<file path="config.mk">
export PLATFORM = sky130hd
export DESIGN_NAME = instruction_fetch_buffer
export DESIGN_NICKNAME = d
export VERILOG_FILES = /design/src/rtl/instruction_fetch_buffer_pkg.sv /design/src/rtl/instruction_fetch_buffer_ring.sv /design/src/rtl/instruction_fetch_buffer.sv
export SDC_FILE = /design/constraint.sdc
export NUM_CORES = 1
export LEC_CHECK = 0
export CORE_MARGIN = 4
export CORE_UTILIZATION = 59
export CTS_CLUSTER_SIZE = 16
export DETAILED_ROUTE_END_ITERATION = 12
export GPL_TIMING_DRIVEN = 0
export HOLD_SLACK_MARGIN = 0.03
export PLACE_DENSITY = 0.85
export SYNTH_ARGS = -nofsm -noshare
export SYNTH_HDL_FRONTEND = slang
export SYNTH_SLANG_ARGS = --single-unit
</file>
<file path="constraint.sdc">
create_clock -name Clock -period 7.2 [get_ports Clock]
set_clock_uncertainty 0.2 [all_clocks]
set_input_delay 1.44 -clock Clock [delete_from_list [all_inputs] [get_ports Clock]]
set_output_delay 1.44 -clock Clock [all_outputs]
set_load 0.01 [all_outputs]
</file>
<file path="src/rtl/instruction_fetch_buffer_pkg.sv">
// rtl/instruction_fetch_buffer_pkg.sv - shared types and constants for the fetch buffer (optional feature macro: IFB_BYPASS_EN)
package jups_fetch_pkg;

    localparam int IFB_DEPTH  = 4;
    localparam int IFB_ADDR_W = 32;
    localparam int IFB_DATA_W = 32;

    // Pointer width: one wrap bit above the ring index
    localparam int PTR_W = $clog2(IFB_DEPTH) + 1;

    // Content loaded into every ring slot on reset
    localparam logic [IFB_DATA_W-1:0] NOP_INSTR = 32'h0;

    typedef struct packed {
        logic [IFB_ADDR_W-1:0] pc;
        logic [IFB_DATA_W-1:0] instr;
    } fetch_entry_t;

    function automatic int ptr_width(input int depth);
        return $clog2(depth) + 1;
    endfunction

endpackage

</file>
<file path="src/rtl/instruction_fetch_buffer_ring.sv">
// rtl/instruction_fetch_buffer_ring.sv - fetch ring storage with separate pc and instr write ports (optional feature macro: IFB_BYPASS_EN)
module ifb_ring
    import jups_fetch_pkg::*;
#(
    parameter int DEPTH  = IFB_DEPTH,
    parameter int ADDR_W = IFB_ADDR_W,
    parameter int DATA_W = IFB_DATA_W,
    localparam int IDX_W = $clog2(DEPTH)
) (
    input  logic              Clock,
    input  logic              Reset_n,
    input  logic              i_pc_we,
    input  logic [IDX_W-1:0]  i_pc_widx,
    input  logic [ADDR_W-1:0] i_pc_wdata,
    input  logic              i_instr_we,
    input  logic [IDX_W-1:0]  i_instr_widx,
    input  logic [DATA_W-1:0] i_instr_wdata,
    input  logic [IDX_W-1:0]  i_rd_idx,
    output logic [ADDR_W-1:0] o_rd_pc,
    output logic [DATA_W-1:0] o_rd_instr
);

    logic [ADDR_W-1:0] r_pc    [DEPTH];
    logic [DATA_W-1:0] r_instr [DEPTH];

    // pc half of each slot is written when the request is granted
    always_ff @(posedge Clock or negedge Reset_n) begin
        if (!Reset_n) begin
            for (int i = 0; i < DEPTH; i++) begin
                r_pc[i] <= '0;
            end
        end else if (i_pc_we) begin
            r_pc[i_pc_widx] <= i_pc_wdata;
        end
    end

    // instr half of each slot is written when the matching response returns
    always_ff @(posedge Clock or negedge Reset_n) begin
        if (!Reset_n) begin
            for (int i = 0; i < DEPTH; i++) begin
                r_instr[i] <= DATA_W'(NOP_INSTR);
            end
        end else if (i_instr_we) begin
            r_instr[i_instr_widx] <= i_instr_wdata;
        end
    end

    assign o_rd_pc    = r_pc[i_rd_idx];
    assign o_rd_instr = r_instr[i_rd_idx];

endmodule

</file>
<file path="src/rtl/instruction_fetch_buffer.sv">
// rtl/instruction_fetch_buffer.sv - in-order fetch issue, response ring and decode handshake (optional feature macro: IFB_BYPASS_EN)
module instruction_fetch_buffer
    import jups_fetch_pkg::*;
#(
    parameter int DEPTH  = IFB_DEPTH,
    parameter int ADDR_W = IFB_ADDR_W,
    parameter int DATA_W = IFB_DATA_W
) (
    input  logic              Clock,
    input  logic              Reset_n,
    input  logic [ADDR_W-1:0] pc_in,
    input  logic              flush,
    output logic              pc_halt,
    output logic              mem_req,
    output logic [ADDR_W-1:0] mem_addr,
    input  logic              mem_gnt,
    input  logic              mem_rvalid,
    input  logic [DATA_W-1:0] mem_rdata,
    output logic              if_valid,
    input  logic              if_ready,
    output logic [DATA_W-1:0] if_instr,
    output logic [ADDR_W-1:0] if_pc
);

    localparam int            PW      = ptr_width(DEPTH);
    localparam int            IW      = PW - 1;
    localparam logic [PW-1:0] DEPTH_P = PW'(DEPTH);
    localparam logic [PW-1:0] ONE     = PW'(1);

    // Responses come back in order, so new requests may go out while stale ones drain
    localparam logic DISCARD_OVERLAP = 1'b1;

    logic [PW-1:0]     r_alloc;
    logic [PW-1:0]     r_fill;
    logic [PW-1:0]     r_rd;
    logic [PW-1:0]     r_discard;

    logic [PW-1:0]     w_used;
    logic [PW-1:0]     w_unfilled;
    logic [PW-1:0]     w_discard_next;
    logic              w_room;
    logic              w_discard_zero;
    logic              w_issue;
    logic              w_resp_live;
    logic              w_resp_drop;
    logic              w_ring_empty;
    logic              w_bypass;
    logic              w_rd_fire;
    logic              w_flush_sub;
    logic              w_instr_we;
    logic [ADDR_W-1:0] w_rd_pc;
    logic [DATA_W-1:0] w_rd_instr;

    // Occupancy counts use only registered pointers, so a same-cycle read never frees a slot early
    assign w_used         = r_alloc - r_rd;
    assign w_unfilled     = r_alloc - r_fill;
    assign w_room         = (w_used < DEPTH_P);
    assign w_discard_zero = (r_discard == '0);
    assign w_ring_empty   = (r_rd == r_fill);

    // Reset_n gates the request so the PC is held while the block is in reset
    assign mem_req  = Reset_n && !flush && w_room && (w_discard_zero || DISCARD_OVERLAP);
    assign mem_addr = pc_in;
    assign w_issue  = mem_req && mem_gnt;
    assign pc_halt  = !w_issue;

    // A response with nothing outstanding and nothing to discard is ignored
    assign w_resp_live = mem_rvalid && w_discard_zero && (w_unfilled != '0);
    assign w_resp_drop = mem_rvalid && !w_discard_zero;

    // On a flush the word returning this cycle is dropped, whether stale or live
    assign w_flush_sub = mem_rvalid && (!w_discard_zero || (w_unfilled != '0));
    assign w_instr_we  = w_resp_live && !flush;

`ifdef IFB_BYPASS_EN
    // Empty ring: a live response goes straight to decode; rd == fill so the slot pc is ring[rd].pc
    assign w_bypass = Reset_n && w_ring_empty && w_resp_live;
`else
    assign w_bypass = 1'b0;
`endif

    assign if_valid  = Reset_n && (!w_ring_empty || w_bypass);
    assign if_instr  = w_bypass ? mem_rdata : w_rd_instr;
    assign if_pc     = w_rd_pc;
    assign w_rd_fire = if_valid && if_ready;

    // Outstanding stale responses: grows by the unfilled entries on a flush, shrinks per dropped word
    always_comb begin
        w_discard_next = r_discard;
        if (flush) begin
            w_discard_next = r_discard + w_unfilled - PW'(w_flush_sub);
        end else if (w_resp_drop) begin
            w_discard_next = r_discard - ONE;
        end
    end

    // Ring pointers: flush abandons every entry, otherwise issue, fill and read advance independently
    always_ff @(posedge Clock or negedge Reset_n) begin
        if (!Reset_n) begin
            r_alloc <= '0;
            r_fill  <= '0;
            r_rd    <= '0;
        end else if (flush) begin
            r_alloc <= '0;
            r_fill  <= '0;
            r_rd    <= '0;
        end else begin
            r_alloc <= r_alloc + PW'(w_issue);
            r_fill  <= r_fill + PW'(w_resp_live);
            r_rd    <= r_rd + PW'(w_rd_fire);
        end
    end

    // Discard counter register
    always_ff @(posedge Clock or negedge Reset_n) begin
        if (!Reset_n) begin
            r_discard <= '0;
        end else begin
            r_discard <= w_discard_next;
        end
    end

    ifb_ring #(
        .DEPTH  (DEPTH),
        .ADDR_W (ADDR_W),
        .DATA_W (DATA_W)
    ) u_ring (
        .Clock         (Clock),
        .Reset_n       (Reset_n),
        .i_pc_we       (w_issue),
        .i_pc_widx     (r_alloc[IW-1:0]),
        .i_pc_wdata    (pc_in),
        .i_instr_we    (w_instr_we),
        .i_instr_widx  (r_fill[IW-1:0]),
        .i_instr_wdata (mem_rdata),
        .i_rd_idx      (r_rd[IW-1:0]),
        .o_rd_pc       (w_rd_pc),
        .o_rd_instr    (w_rd_instr)
    );

endmodule

</file>
# --- Word-level counts from Yosys, hierarchy flattened ---
# Index checks and enable logic that the tools add are counted.
op_classes:
  add_sub_neg: 8
  n_lt_le_gt_ge: 6
  eq_ne: 1
  muxes: 17
  n_bitwise: 3
  n_reduce_logical: 20
op_table:
  columns: ["cell", "count"]
  rows:
  - ["$bwmux 128", 2]
  - ["$mux 32", 6]
  - ["$bmux 32 s2", 2]
  - ["$demux 32 s2", 2]
  - ["$mux 3", 5]
  - ["$logic_and 1x1->1", 12]
  - ["$add 3x1->3", 3]
  - ["$ge 3x3->1 const B", 3]
  - ["$not 2->3", 3]
  - ["$lt 3x1->1 const B", 2]
  - ["$sub 3x3->3", 2]
  - ["$logic_not 1->1", 4]
  - ["$add 3x3->3", 1]
  - ["$eq 3x3->1", 1]
  - ["$logic_not 3->1", 1]
  - ["$lt 3x3->1 const B", 1]
  - ["$reduce_bool 3->1", 1]
  - ["$sub 3x1->3", 1]
  - ["$sub 3x1->3 const B", 1]
  - ["$reduce_bool 2->1", 1]
  - ["$logic_or 1x1->1", 1]
totals:
  register_bits: 268
  inputBits: 70
  out_inout_bits: 99
  wordCells: 67

# --- Longest topological paths before layout ---
# Gate-level depths: netlist of run 1.
depth:
  word_depth: 6
  mapped_depth: 15
  ltp_nobuf: 15

# --- Modules after synthesis ---
# A second synthesis of run 1 with hierarchy kept.
unflattened:
  hier_cells: 737
  area_unflattened_um2: 12134.1
modules_own_cells:
  columns: ["module", "instances", "cells_each", "area_per_inst_um2", "seq_area_each_um2"]
  rows:
  - ["ifb_ring", 1, 622, 11011.8, 6406.1]
  - ["instruction_fetch_buffer", 1, 115, 1122.3, 300.3]

# --- Worst setup path after synthesis of run 1 ---
# No wires, ideal clock.
synth_timing:
  path_kind: "register to output"
  startpoint: "reg r_rd[1]"
  endpoint: "out pc_halt"
  arrival_ns: 2.005
  required_time_ns: 5.560
  slack_ns: 3.555
  path_stages_with_launch: 9
  n_path_buf: 2
  cell_sequence: "dfrtp_1 -> buf_1 -> buf_1 -> inv_1 -> ha_1 -> a21oi_1 -> xnor2_1 -> nor2_1 -> inv_1"
synth_between:
  elab_chain_cells: 5
synth_rtl:
  columns: ["item", "line_no", "text"]
  rows:
  - ["start: declaration", "instruction_fetch_buffer.sv:35", "logic [PW-1:0] r_rd;"]
  - ["start signal: assignment", "instruction_fetch_buffer.sv:110", "r_rd <= r_rd + PW'(w_rd_fire);"]
  - ["$sub 3x3->3", "instruction_fetch_buffer.sv:55", "assign w_used = r_alloc - r_rd;"]
  - ["$lt 3x3->1", "instruction_fetch_buffer.sv:57", "assign w_room = (w_used < DEPTH_P);"]
  - ["$logic_and 1x1->1", "instruction_fetch_buffer.sv:62", "assign mem_req = Reset_n && !flush && w_room && (w_discard_zero || DISCARD_OVERLAP);"]
  - ["$logic_and 1x1->1", "instruction_fetch_buffer.sv:64", "assign w_issue = mem_req && mem_gnt;"]
  - ["$logic_not 1->1", "instruction_fetch_buffer.sv:65", "assign pc_halt = !w_issue;"]
  - ["end: declaration", "instruction_fetch_buffer.sv:13", "output logic pc_halt,"]
# Every way passes these cells.

# --- Worst setup path in the final report of run 1 ---
# Same ends and word-level chain as after synthesis.

==> results of run 1 <==
metrics by stage:
step                  util  hold slack [ns]
detailed placement  0.7075           0.2738
global placement    0.7045           0.2614
floorplan                -           0.2526
CTS                 0.7556           0.2981
finish              0.7556           0.2934
global route        0.7556           0.3104
critical path: cells and delay by family (launching register included):
family | cells | cell delay (ns)
buf+inv | 5 | 1.84
compound gates | 1 | 0.06
fa+ha+maj | 1 | 0.29
flops | 1 | 0.41
xor+xnor | 1 | 0.41
simple gates | 1 | 0.13
metal layers:
metal / part of all wire / up-vias / routed length [um]
li1: - / 3099 / -
met1: 0.43 / 3656 / 10680
met2: 0.49 / 154 / 12080
met3: 0.060 / 41 / 1470
met4: 0.018 / 2 / 438
met5: 0.00053 / - / 13
logic make-up after synthesis:
kind of cell,Yosys count
compound gates,7
xor+xnor,14
fa+ha+maj,15
buf+inv,82
flops,268
mux,320
simple gates,33
placed cells by master, fill, tap and decap left out, types with 4 or more instances in the layout:
cell type,count
sky130_fd_sc_hd__clkbuf_16,29
sky130_fd_sc_hd__nand2_1,4
sky130_fd_sc_hd__ha_1,13
sky130_fd_sc_hd__mux2_2,194
sky130_fd_sc_hd__buf_1,7
sky130_fd_sc_hd__xor2_1,5
sky130_fd_sc_hd__mux4_2,64
sky130_fd_sc_hd__buf_6,6
sky130_fd_sc_hd__dfrtp_1,268
sky130_fd_sc_hd__buf_4,32
sky130_fd_sc_hd__mux2_4,60
sky130_fd_sc_hd__inv_1,9
sky130_fd_sc_hd__clkbuf_8,9
sky130_fd_sc_hd__xnor2_1,9
sky130_fd_sc_hd__nor2b_1,8
sky130_fd_sc_hd__buf_2,22
sky130_fd_sc_hd__clkbuf_1,14
sky130_fd_sc_hd__nor2_1,6
sky130_fd_sc_hd__clkdlybuf4s50_1,167
path summary, 6_finish.rpt:
check                                          from                              to  cells after the start
max                               r_rd[1]$_DFF_PN0_                         pc_halt                      9
min                        r_discard[2]$_DFFE_PN0P_        r_discard[2]$_DFFE_PN0P_                      1
max reg2reg                    r_alloc[0]$_DFF_PN0_        r_discard[2]$_DFFE_PN0P_                     15
min reg2reg                r_discard[2]$_DFFE_PN0P_        r_discard[2]$_DFFE_PN0P_                      1
max in group asynchronous                   Reset_n  u_ring.r_instr[16]$_DFFE_PN0P_                      2
min in group asynchronous                   Reset_n     u_ring.r_pc[13]$_DFFE_PN0P_                      1
flip-flops by register name, summed over array words and instances (netlist names):
| register | cells |
|---|---|
| r_alloc | 3 |
| r_discard | 3 |
| u_ring.r_instr | 128 |
| u_ring.r_pc | 128 |
| r_fill | 3 |
| r_rd | 3 |
power breakdown:
group	internal [mW]	total (mW)	switching [mW]
Combinational	0.495	0.778	0.283
Clock	0.935	1.51	0.573
Sequential	1.67	1.75	0.0881
cell type report:
cell class	instances	area [um^2]
flip-flops and latches	268	6706
multi-input cells	389	5121
fillers	1279	4977
repair buffers	170	1742
clock buffers	46	879.6
plain buffers	73	466.7
well taps	270	337.8
clock inverters	5	100.1
inverters	9	33.78
==> results.toml, run 1 <==
[grt]
grt.met1_usage = 0.2851
global_route.usage.total = 0.2107
grt_overflow = 0
grt_pass1_wl_um = 40320
use_met2 = 0.3535
grt_pass1_vias = 7562
pin_count_of_the_biggest_net_entering_global_routing = 125
layer_with_the_highest_usage = "met2"
groute.layer.met3.usage = 0.05368
antenna_found_initial = 1

[final_layout]
layout-drive-gt1-share = 0.4438
finish.net_count = 1024
synthToLayoutAreaGrowth_pct = 24.82
instances_no_fill = 1230
ant_diodes = 0
final_design_area_no_fill_um2 = 15390

[critical_path]
crit_path_cell_trace = "buf_1, buf_1, inv_1, ha_1, a21oi_1, xnor2_1, nor2_1, inv_1, clkdlybuf4s50_1"
critPathKind = "reg2out"
max_stage_delay_ns = 0.59
cp_max_fo = 10
cp_data_required_time_ns = 5.56
timing.critical_path.arrival_ns = 3.68
critPathCaptureType = "output port"
critical-path-slowest-cell = "sky130_fd_sc_hd__clkdlybuf4s50_1"
cp-start-kind = "flip-flop"
setup.reg_to_reg.worst_slack_ns = 3.32

[logic_synthesis]
cell_count_after_synthesis = 739
synth_compound_gate_area_share = 0.003349
synthesized_area_fraction_occupied_by_adder_cells = 0.01644
post_synth_mux_area_share = 0.3690
synth_async_sr_flop_share = 1.000
synth_sequential_area_ratio = 0.5440
synthMostInstantiatedCell = "sky130_fd_sc_hd__dfrtp_1"
yosys_register_bits = 268
synth-main-ff-cell = "sky130_fd_sc_hd__dfrtp_1"
area_share_of_xor_xnor_cells_in_the_synthesized_design = 0.009946
synth_enable_flop_cells = 0
mappedNetlistNets = 824
synthDistinctLibCells = 31
synth_top_family_by_area = "multiplexers"
area_share_of_and_or_nand_nor_cells_after_synthesis = 0.01664
synth_top_cells_by_area = "sky130_fd_sc_hd__dfrtp_1, sky130_fd_sc_hd__mux2_2, sky130_fd_sc_hd__mux4_2"
post_synth_most_frequent_cells = "sky130_fd_sc_hd__dfrtp_1, sky130_fd_sc_hd__mux2_2, sky130_fd_sc_hd__mux4_2"
synthDominantAreaCellType = "sky130_fd_sc_hd__dfrtp_1"
post-synth-top-area-fraction = 0.5440
synth_area_per_cell_um2 = 16.68
post_synth_instance_area_um2 = 12330
yosys_warnings = 0

[timing]
max_freq_mhz = 187.9
final_critical_path_setup_slack_ns = 1.878
unrepaired_setup_endpoints_after_global_routing = "false"
final_min_period_over_clock_period = 0.7391
hold_violations = 0
setup_total_neg_slack_ns = 0
finalMaxSlewViolations = 0
setup_viol_count_final = 0
maxSlewHeadroom = 0.3975
worst_pin_slew_ns = 0.9038
period_minus_slack_ns = 5.322

[clocking]
cts_hold_repair.buffers = 0
cts-htree-levels = 1
worst_skew_pair.late_latency_ns = 0.53
post-cts-setup-buffers = 0
post_cts.resized_instances = 0
worst_setup_hold_path_clk_slew_ns = 0.06
cts-buffers-inserted = 28
clk_path_buf_depth = 3
cts_tree = "yes"
clockRootBuffer = "sky130_fd_sc_hd__clkbuf_16"
numClockSinks = 268

[drt]
finalWirelength_um = 24680
detailed_route_vias_per_instance = 5.652
antenna_violating_nets_post_route = 0
route.vias.total = 6952
drt_pre_antenna_iters = 4
detailedRoute.firstIterationViolations = 252
avgRoutedWirePerCell_um = 20.07
drt_drc_violations_left = 0

[worst_hold_path]
timing.hold.worst.class = "reg2reg"

[power_and_ir_drop]
power_leakage_nw = 7.331
totalPowerFinal_mw = 4.039
pwr_per_cell_area_nw_per_um2 = 262.5
power.ir.vdd_worst_uv = 258.8

[placement]
placement.cell_area_um2 = 14410
port-buffer-count = 168
dp_slack_ns = 2.399
detailedPlacementHpwl_um = 16200
dp.cells = 1179
gp_routability_congestion = 0.7645

[run_status]
outcome = "finished clean"

[die]
chipWidth_um = 152.6
start_util = 0.6054
dieHeight_um = 152.6
placement_rows = 52
boundaryPins = 169
floorplan.die_area_um2 = 23270
fp.coreArea_um2 = 20360

[run]
drv_cap = 0
Note: power is estimated with default switching activity, not from simulation.
==> run 2: changes to the inputs <==
--- a/config.mk
+++ b/config.mk
@@ -6,12 +6,12 @@
 export NUM_CORES = 1
 export LEC_CHECK = 0
 export CORE_MARGIN = 4
-export CORE_UTILIZATION = 59
+export CORE_UTILIZATION = 55
 export CTS_CLUSTER_SIZE = 16
 export DETAILED_ROUTE_END_ITERATION = 12
 export GPL_TIMING_DRIVEN = 0
 export HOLD_SLACK_MARGIN = 0.03
-export PLACE_DENSITY = 0.85
+export PLACE_DENSITY = 0.8
 export SYNTH_ARGS = -nofsm -noshare
 export SYNTH_HDL_FRONTEND = slang
 export SYNTH_SLANG_ARGS = --single-unit
==> constraint.sdc (replaced) <==
create_clock -name Clock -period 4.9 [get_ports Clock]
set_clock_uncertainty 0.2 [all_clocks]
set_input_delay 0.98 -clock Clock [delete_from_list [all_inputs] [get_ports Clock]]
set_output_delay 0.98 -clock Clock [all_outputs]
set_load 0.01 [all_outputs]
==> run 2 against run 1 <==
Hold slack worse by 0.19 ns. Global-route usage is 0.74 points lower. Via count is 0.52% lower. Cell area is 0.25% higher. First-iteration DRC count is 6.3% lower. Sequential cell count stayed put. Largest cell class unchanged. Critical path type unchanged. Die area is 6.9% higher. Setup slack worse by 1.6 ns.
==> results.toml, run 2 (synthesis results as in run 1) <==
[drt]
detailed_route_vias_per_instance = 5.573
detailedRoute.firstIterationViolations = 236
finalWirelength_um = 24320
antenna_violating_nets_post_route = 0
avgRoutedWirePerCell_um = 19.59
route.vias.total = 6916
drt_pre_antenna_iters = 4
drt_drc_violations_left = 0

[grt]
grt_pass1_wl_um = 40580
pin_count_of_the_biggest_net_entering_global_routing = 126
grt_pass1_vias = 7716
antenna_found_initial = 1
global_route.usage.total = 0.2033
grt_overflow = 0

[clocking]
clockRootBuffer = "sky130_fd_sc_hd__clkbuf_16"
numClockSinks = 268
post-cts-setup-buffers = 0
cts-htree-levels = 1
cts_tree = "yes"
post_cts.resized_instances = 1
clk_path_buf_depth = 3
worst_skew_pair.late_latency_ns = 0.53
cts-buffers-inserted = 28
cts_hold_repair.buffers = 0
worst_setup_hold_path_clk_slew_ns = 0.06

[worst_hold_path]
timing.hold.worst.class = "in2async"

[die]
start_util = 0.5614
chipWidth_um = 157.7
dieHeight_um = 157.7
placement_rows = 54
fp.coreArea_um2 = 21960
floorplan.die_area_um2 = 24870
boundaryPins = 169

[critical_path]
cp-start-kind = "flip-flop"
crit_path_cell_trace = "buf_1, buf_2, inv_1, ha_1, a21oi_1, xnor2_1, nor2_1, inv_1, clkdlybuf4s50_1"
cp_data_required_time_ns = 3.72
path_buf_inv = 5
cp_max_fo = 10
critPathCaptureType = "output port"
critPathKind = "reg2out"
critical-path-slowest-cell = "sky130_fd_sc_hd__clkdlybuf4s50_1"
timing.critical_path.arrival_ns = 3.47
crit_top_cell = "sky130_fd_sc_hd__inv_1"
max_stage_delay_ns = 0.58
critPathTopFamily = "buffers and inverters"

[power_and_ir_drop]
p_comb_frac = 0.191
power_switching_share = 0.2358
pwr_per_cell_area_nw_per_um2 = 385.9
p_switching_mw = 1.404
seqPwrFrac = 0.432
power.ir.vdd_worst_uv = 266.9
internal_power_mw = 4.549
power_leakage_nw = 7.339
clock_power_share = 0.377
totalPowerFinal_mw = 5.953

[placement]
dp_slack_ns = 0.5403
gp_routability_congestion = 0.7352
dp.cells = 1189
port-buffer-count = 168
detailedPlacementHpwl_um = 16070

[run_status]
outcome = "finished clean"

[timing]
hold_violations = 0
worst_pin_slew_ns = 0.9254
finalMaxSlewViolations = 0
period_minus_slack_ns = 4.653
setup_viol_count_final = 0
final_critical_path_setup_slack_ns = 0.2471
unrepaired_setup_endpoints_after_global_routing = "false"
max_freq_mhz = 214.9
maxSlewHeadroom = 0.3831
final_min_period_over_clock_period = 0.9496

[final_layout]
layout.cells.most_common_list = "sky130_fd_sc_hd__dfrtp_1, sky130_fd_sc_hd__mux2_2, sky130_fd_sc_hd__clkdlybuf4s50_1"
biggestRegsByFlops = "u_ring.r_instr: 128 flops, u_ring.r_pc: 128 flops"
mostFrequentLayoutCell = "sky130_fd_sc_hd__dfrtp_1"
ant_diodes = 0
finish.net_count = 1024
layout-drive-gt1-share = 0.4506
final.fill_count = 1499
synthToLayoutAreaGrowth_pct = 25.13
instances_no_fill = 1241

[run]
drv_cap = 0
==> run 2: routing by layer <==
metal,wire length (um),global-route usage,share of wire
met5,8,0,0.00033
met4,397,0.03728,0.016
met3,1712,0.05440,0.070
met2,11860,0.3356,0.49
met1,10330,0.2783,0.42
==> run 2: power by group through the flow <==
| stage | combinational [mW] | sequential, mW | clock, mW |
|---|---|---|---|
| after floorplan | 0.652 | 2.56 | 0 |
| after global placement | 1.12 | 2.60 | 0 |
| after detailed placement | 1.15 | 2.60 | 0 |
| after CTS | 1.15 | 2.57 | 2.30 |
| after global routing | 1.23 | 2.60 | 2.40 |
| final | 1.14 | 2.57 | 2.25 |
==> run 2: worst register-to-register path, stage by stage, from the launching register on <==
cell,delay [ns]
sky130_fd_sc_hd__dfrtp_1,0.42
sky130_fd_sc_hd__inv_1,0.11
sky130_fd_sc_hd__ha_1,0.22
sky130_fd_sc_hd__fa_1,0.37
sky130_fd_sc_hd__xor2_1,0.16
sky130_fd_sc_hd__xnor2_1,0.24
sky130_fd_sc_hd__nand3_1,0.24
sky130_fd_sc_hd__o21a_1,0.25
sky130_fd_sc_hd__ha_1,0.27
sky130_fd_sc_hd__inv_1,0.03
sky130_fd_sc_hd__ha_1,0.18
sky130_fd_sc_hd__fa_1,0.38
sky130_fd_sc_hd__xor2_1,0.18
sky130_fd_sc_hd__xnor2_1,0.13
sky130_fd_sc_hd__a21oi_1,0.19
sky130_fd_sc_hd__xnor2_1,0.15
==> run 2: path summary, 6_finish.rpt <==
path,start,endpoint,slack [ns],cells past startpoint
min,Reset_n,u_ring.r_pc[109]$_DFFE_PN0P_,0.10,1
max reg2reg,r_alloc[0]$_DFF_PN0_,r_discard[2]$_DFFE_PN0P_,1.12,15
min in group Clock,u_ring.r_pc[13]$_DFFE_PN0P_,u_ring.r_pc[13]$_DFFE_PN0P_,0.28,1
max in group asynchronous,Reset_n,u_ring.r_instr[127]$_DFFE_PN0P_,3.48,2
max,r_rd[1]$_DFF_PN0_,pc_halt,0.25,9
min reg2reg,u_ring.r_pc[13]$_DFFE_PN0P_,u_ring.r_pc[13]$_DFFE_PN0P_,0.28,1
==> run 2: cell type report <==
class	instances	area, um^2	area share
clock inverter	11	143.9	0.009328
buffer	73	467.9	0.03034
inverter	9	33.78	0.002190
timing repair buffer	170	1742	0.1129
multi-input combinational	389	5121	0.3320
sequential	268	6706	0.4347
tap	280	350.3	0.02271
clock buffer	41	860.8	0.05580
==> run 2: through the flow <==
step                      setup TNS, ns  instance area [um^2]  hold slack [ns]  utilization
after global placement         -3410.43                 14360           0.2635       0.6540
after floorplan                       0                 12330           0.2526            -
after CTS                             0                 15430          0.09964       0.7025
after global routing                  0                 15430           0.1077       0.7025
final                                 0                 15430           0.1035       0.7025
after detailed placement              0                 14420           0.2712       0.6567
==> run 3: changes to the inputs <==
--- a/config.mk
+++ b/config.mk
@@ -7,11 +7,11 @@
 export LEC_CHECK = 0
 export CORE_MARGIN = 4
 export CORE_UTILIZATION = 55
-export CTS_CLUSTER_SIZE = 16
 export DETAILED_ROUTE_END_ITERATION = 12
+export GPL_ROUTABILITY_DRIVEN = 0
 export GPL_TIMING_DRIVEN = 0
 export HOLD_SLACK_MARGIN = 0.03
-export PLACE_DENSITY = 0.8
+export PLACE_DENSITY_LB_ADDON = 0.05
 export SYNTH_ARGS = -nofsm -noshare
 export SYNTH_HDL_FRONTEND = slang
 export SYNTH_SLANG_ARGS = --single-unit
==> run 3 against run 2 <==
Wire length grew 6.3%. Setup slack better by 0.037 ns. Critical path depth unchanged. Sequential power about the same. Cell area down 0.70%.
==> results.toml, run 3 (synthesis results as in run 1) <==
[timing]
final_critical_path_setup_slack_ns = 0.2844
finalMaxSlewViolations = 0
setup_total_neg_slack_ns = 0
final_min_period_over_clock_period = 0.9420
worst_hold_slack_ns = 0.2184
maxSlewHeadroom = 0.3862
hold_violations = 0
setup_viol_count_final = 0
worst_pin_slew_ns = 0.9207
max_freq_mhz = 216.7
unrepaired_setup_endpoints_after_global_routing = "false"
period_minus_slack_ns = 4.616

[final_layout]
finish.net_count = 1024
layout.cells.most_common_list = "sky130_fd_sc_hd__dfrtp_1, sky130_fd_sc_hd__mux2_2, sky130_fd_sc_hd__clkdlybuf4s50_1"
instances_no_fill = 1241
multi_input_area_um2 = 5121
mostFrequentLayoutCell = "sky130_fd_sc_hd__dfrtp_1"
final.fill_count = 1433
biggestRegsByFlops = "u_ring.r_instr: 128 flops, u_ring.r_pc: 128 flops"
synthToLayoutAreaGrowth_pct = 24.26
final_design_area_no_fill_um2 = 15320
ant_diodes = 0
layout-drive-gt1-share = 0.4433
layout.area.seq_um2 = 6706

[grt]
pin_count_of_the_biggest_net_entering_global_routing = 117
global_route.usage.total = 0.2116
antenna_found_initial = 0
grt_overflow = 0
grt_pass1_wl_um = 41840
grt_pass1_vias = 7796

[die]
placement_rows = 54
floorplan.die_area_um2 = 24870
dieHeight_um = 157.7
chipWidth_um = 157.7
fp.coreArea_um2 = 21960
start_util = 0.5614
boundaryPins = 169

[run]
drv_cap = 0

[power_and_ir_drop]
p_switching_mw = 1.380
pwr_per_cell_area_nw_per_um2 = 376.6
power_leakage_nw = 7.301
power.ir.vdd_worst_uv = 316.4
p_comb_frac = 0.199
seqPwrFrac = 0.446
power_switching_share = 0.2391
clock_power_share = 0.355
internal_power_mw = 4.390

[drt]
detailedRoute.firstIterationViolations = 272
detailed_route_vias_per_instance = 5.574
antenna_violating_nets_post_route = 0
avgRoutedWirePerCell_um = 20.83
dr_wl_met3_um = 1148
detail_route.wirelength.met1_um = 10780
wl_met2_um = 13470
route.vias.total = 6917
drt_pre_antenna_iters = 4
finalWirelength_um = 25850
drt_drc_violations_left = 0
top_layer_used = "met4"

[critical_path]
critPathKind = "reg2out"
cp-start-kind = "flip-flop"
rr_startpoint = "r_alloc[0]$_DFF_PN0_"
critPathCaptureType = "output port"
cp_data_required_time_ns = 3.72
setup.reg_to_reg.worst_slack_ns = 1.13
cp_max_fo = 10
timing.critical_path.arrival_ns = 3.44
worst-r2r-cell-count = 15
endpoint_of_the_most_critical_register_to_register_path = "r_discard[2]$_DFFE_PN0P_"

[clocking]
clk_path_buf_depth = 3
cts_tree = "yes"
numClockSinks = 268
clockRootBuffer = "sky130_fd_sc_hd__clkbuf_16"
post-cts-setup-buffers = 0
cts-buffers-inserted = 28
cts-htree-levels = 1
worst_setup_hold_path_clk_slew_ns = 0.06
worst_skew_pair.late_latency_ns = 0.53

[worst_hold_path]
timing.hold.worst.class = "in2async"

[run_status]
outcome = "finished clean"

[placement]
detailedPlacementHpwl_um = 17650
port-buffer-count = 168
placement.cell_area_um2 = 14420
dp_slack_ns = 0.5215
dp.cells = 1189
[run 3: worst max-delay path by stage]
stage	startpoint	endpoint	slack, ns	cells past startpoint
final	r_rd[1]$_DFF_PN0_	pc_halt	0.28	9
after global routing	r_rd[1]$_DFF_PN0_	pc_halt	0.01	9
after CTS	r_rd[1]$_DFF_PN0_	pc_halt	0.24	9
after detailed placement	r_rd[1]$_DFF_PN0_	pc_halt	0.52	9
after global placement	Reset_n	u_ring.r_instr[21]$_DFFE_PN0P_	-7.76	1
after floorplan	r_alloc[0]$_DFF_PN0_	r_discard[2]$_DFFE_PN0P_	1.43	15
[run 3: cell type report]
type,instances,share of cell area
sequential,268,0.4378
multi-input combinational,389,0.3343
timing repair buffer,170,0.1137
clock buffer,44,0.05432
buffer,73,0.03055
tap,280,0.02287
clock inverter,8,0.004247
inverter,9,0.002205
[run 3: through the flow]
step	total power [mW]	util
finish	5.770	0.6976
global route	6.030	0.6976
CTS	5.842	0.6976
detailed placement	3.763	0.6567
global placement	3.697	0.6540
floorplan	3.214	-
[run 3: worst max-delay path, stage by stage (launching register included)]
cell	delay [ns]
sky130_fd_sc_hd__dfrtp_1	0.40
sky130_fd_sc_hd__buf_2	0.32
sky130_fd_sc_hd__buf_1	0.54
sky130_fd_sc_hd__inv_1	0.10
sky130_fd_sc_hd__ha_1	0.29
sky130_fd_sc_hd__a21oi_1	0.06
sky130_fd_sc_hd__xnor2_1	0.41
sky130_fd_sc_hd__nor2_1	0.13
sky130_fd_sc_hd__inv_1	0.10
sky130_fd_sc_hd__clkdlybuf4s50_1	0.54
[run 3: layer usage]
layer / GRT usage / vias up
li1: - / 3092
met1: 0.2747 / 3659
met2: 0.3786 / 135
met3: 0.03909 / 31
met4: 0.03851 / 0
met5: 0 / -
[run 3: power by group through the flow]
stage	Clock (mW)	Combinational (mW)	Sequential [mW]
2_1_floorplan	0	0.652	2.56
3_3_place_gp	0	1.11	2.59
3_5_place_dp	0	1.16	2.61
4_1_cts	2.10	1.17	2.57
5_1_grt	2.19	1.24	2.60
6_report	2.05	1.15	2.57
[run 3: what timing repair did]
| item | in CTS | in global routing |
|---|---|---|
| resized for setup | 1 | 0 |
| hold buffers | 0 | 0 |
| endpoints found under the setup margin | 1 | 0 |
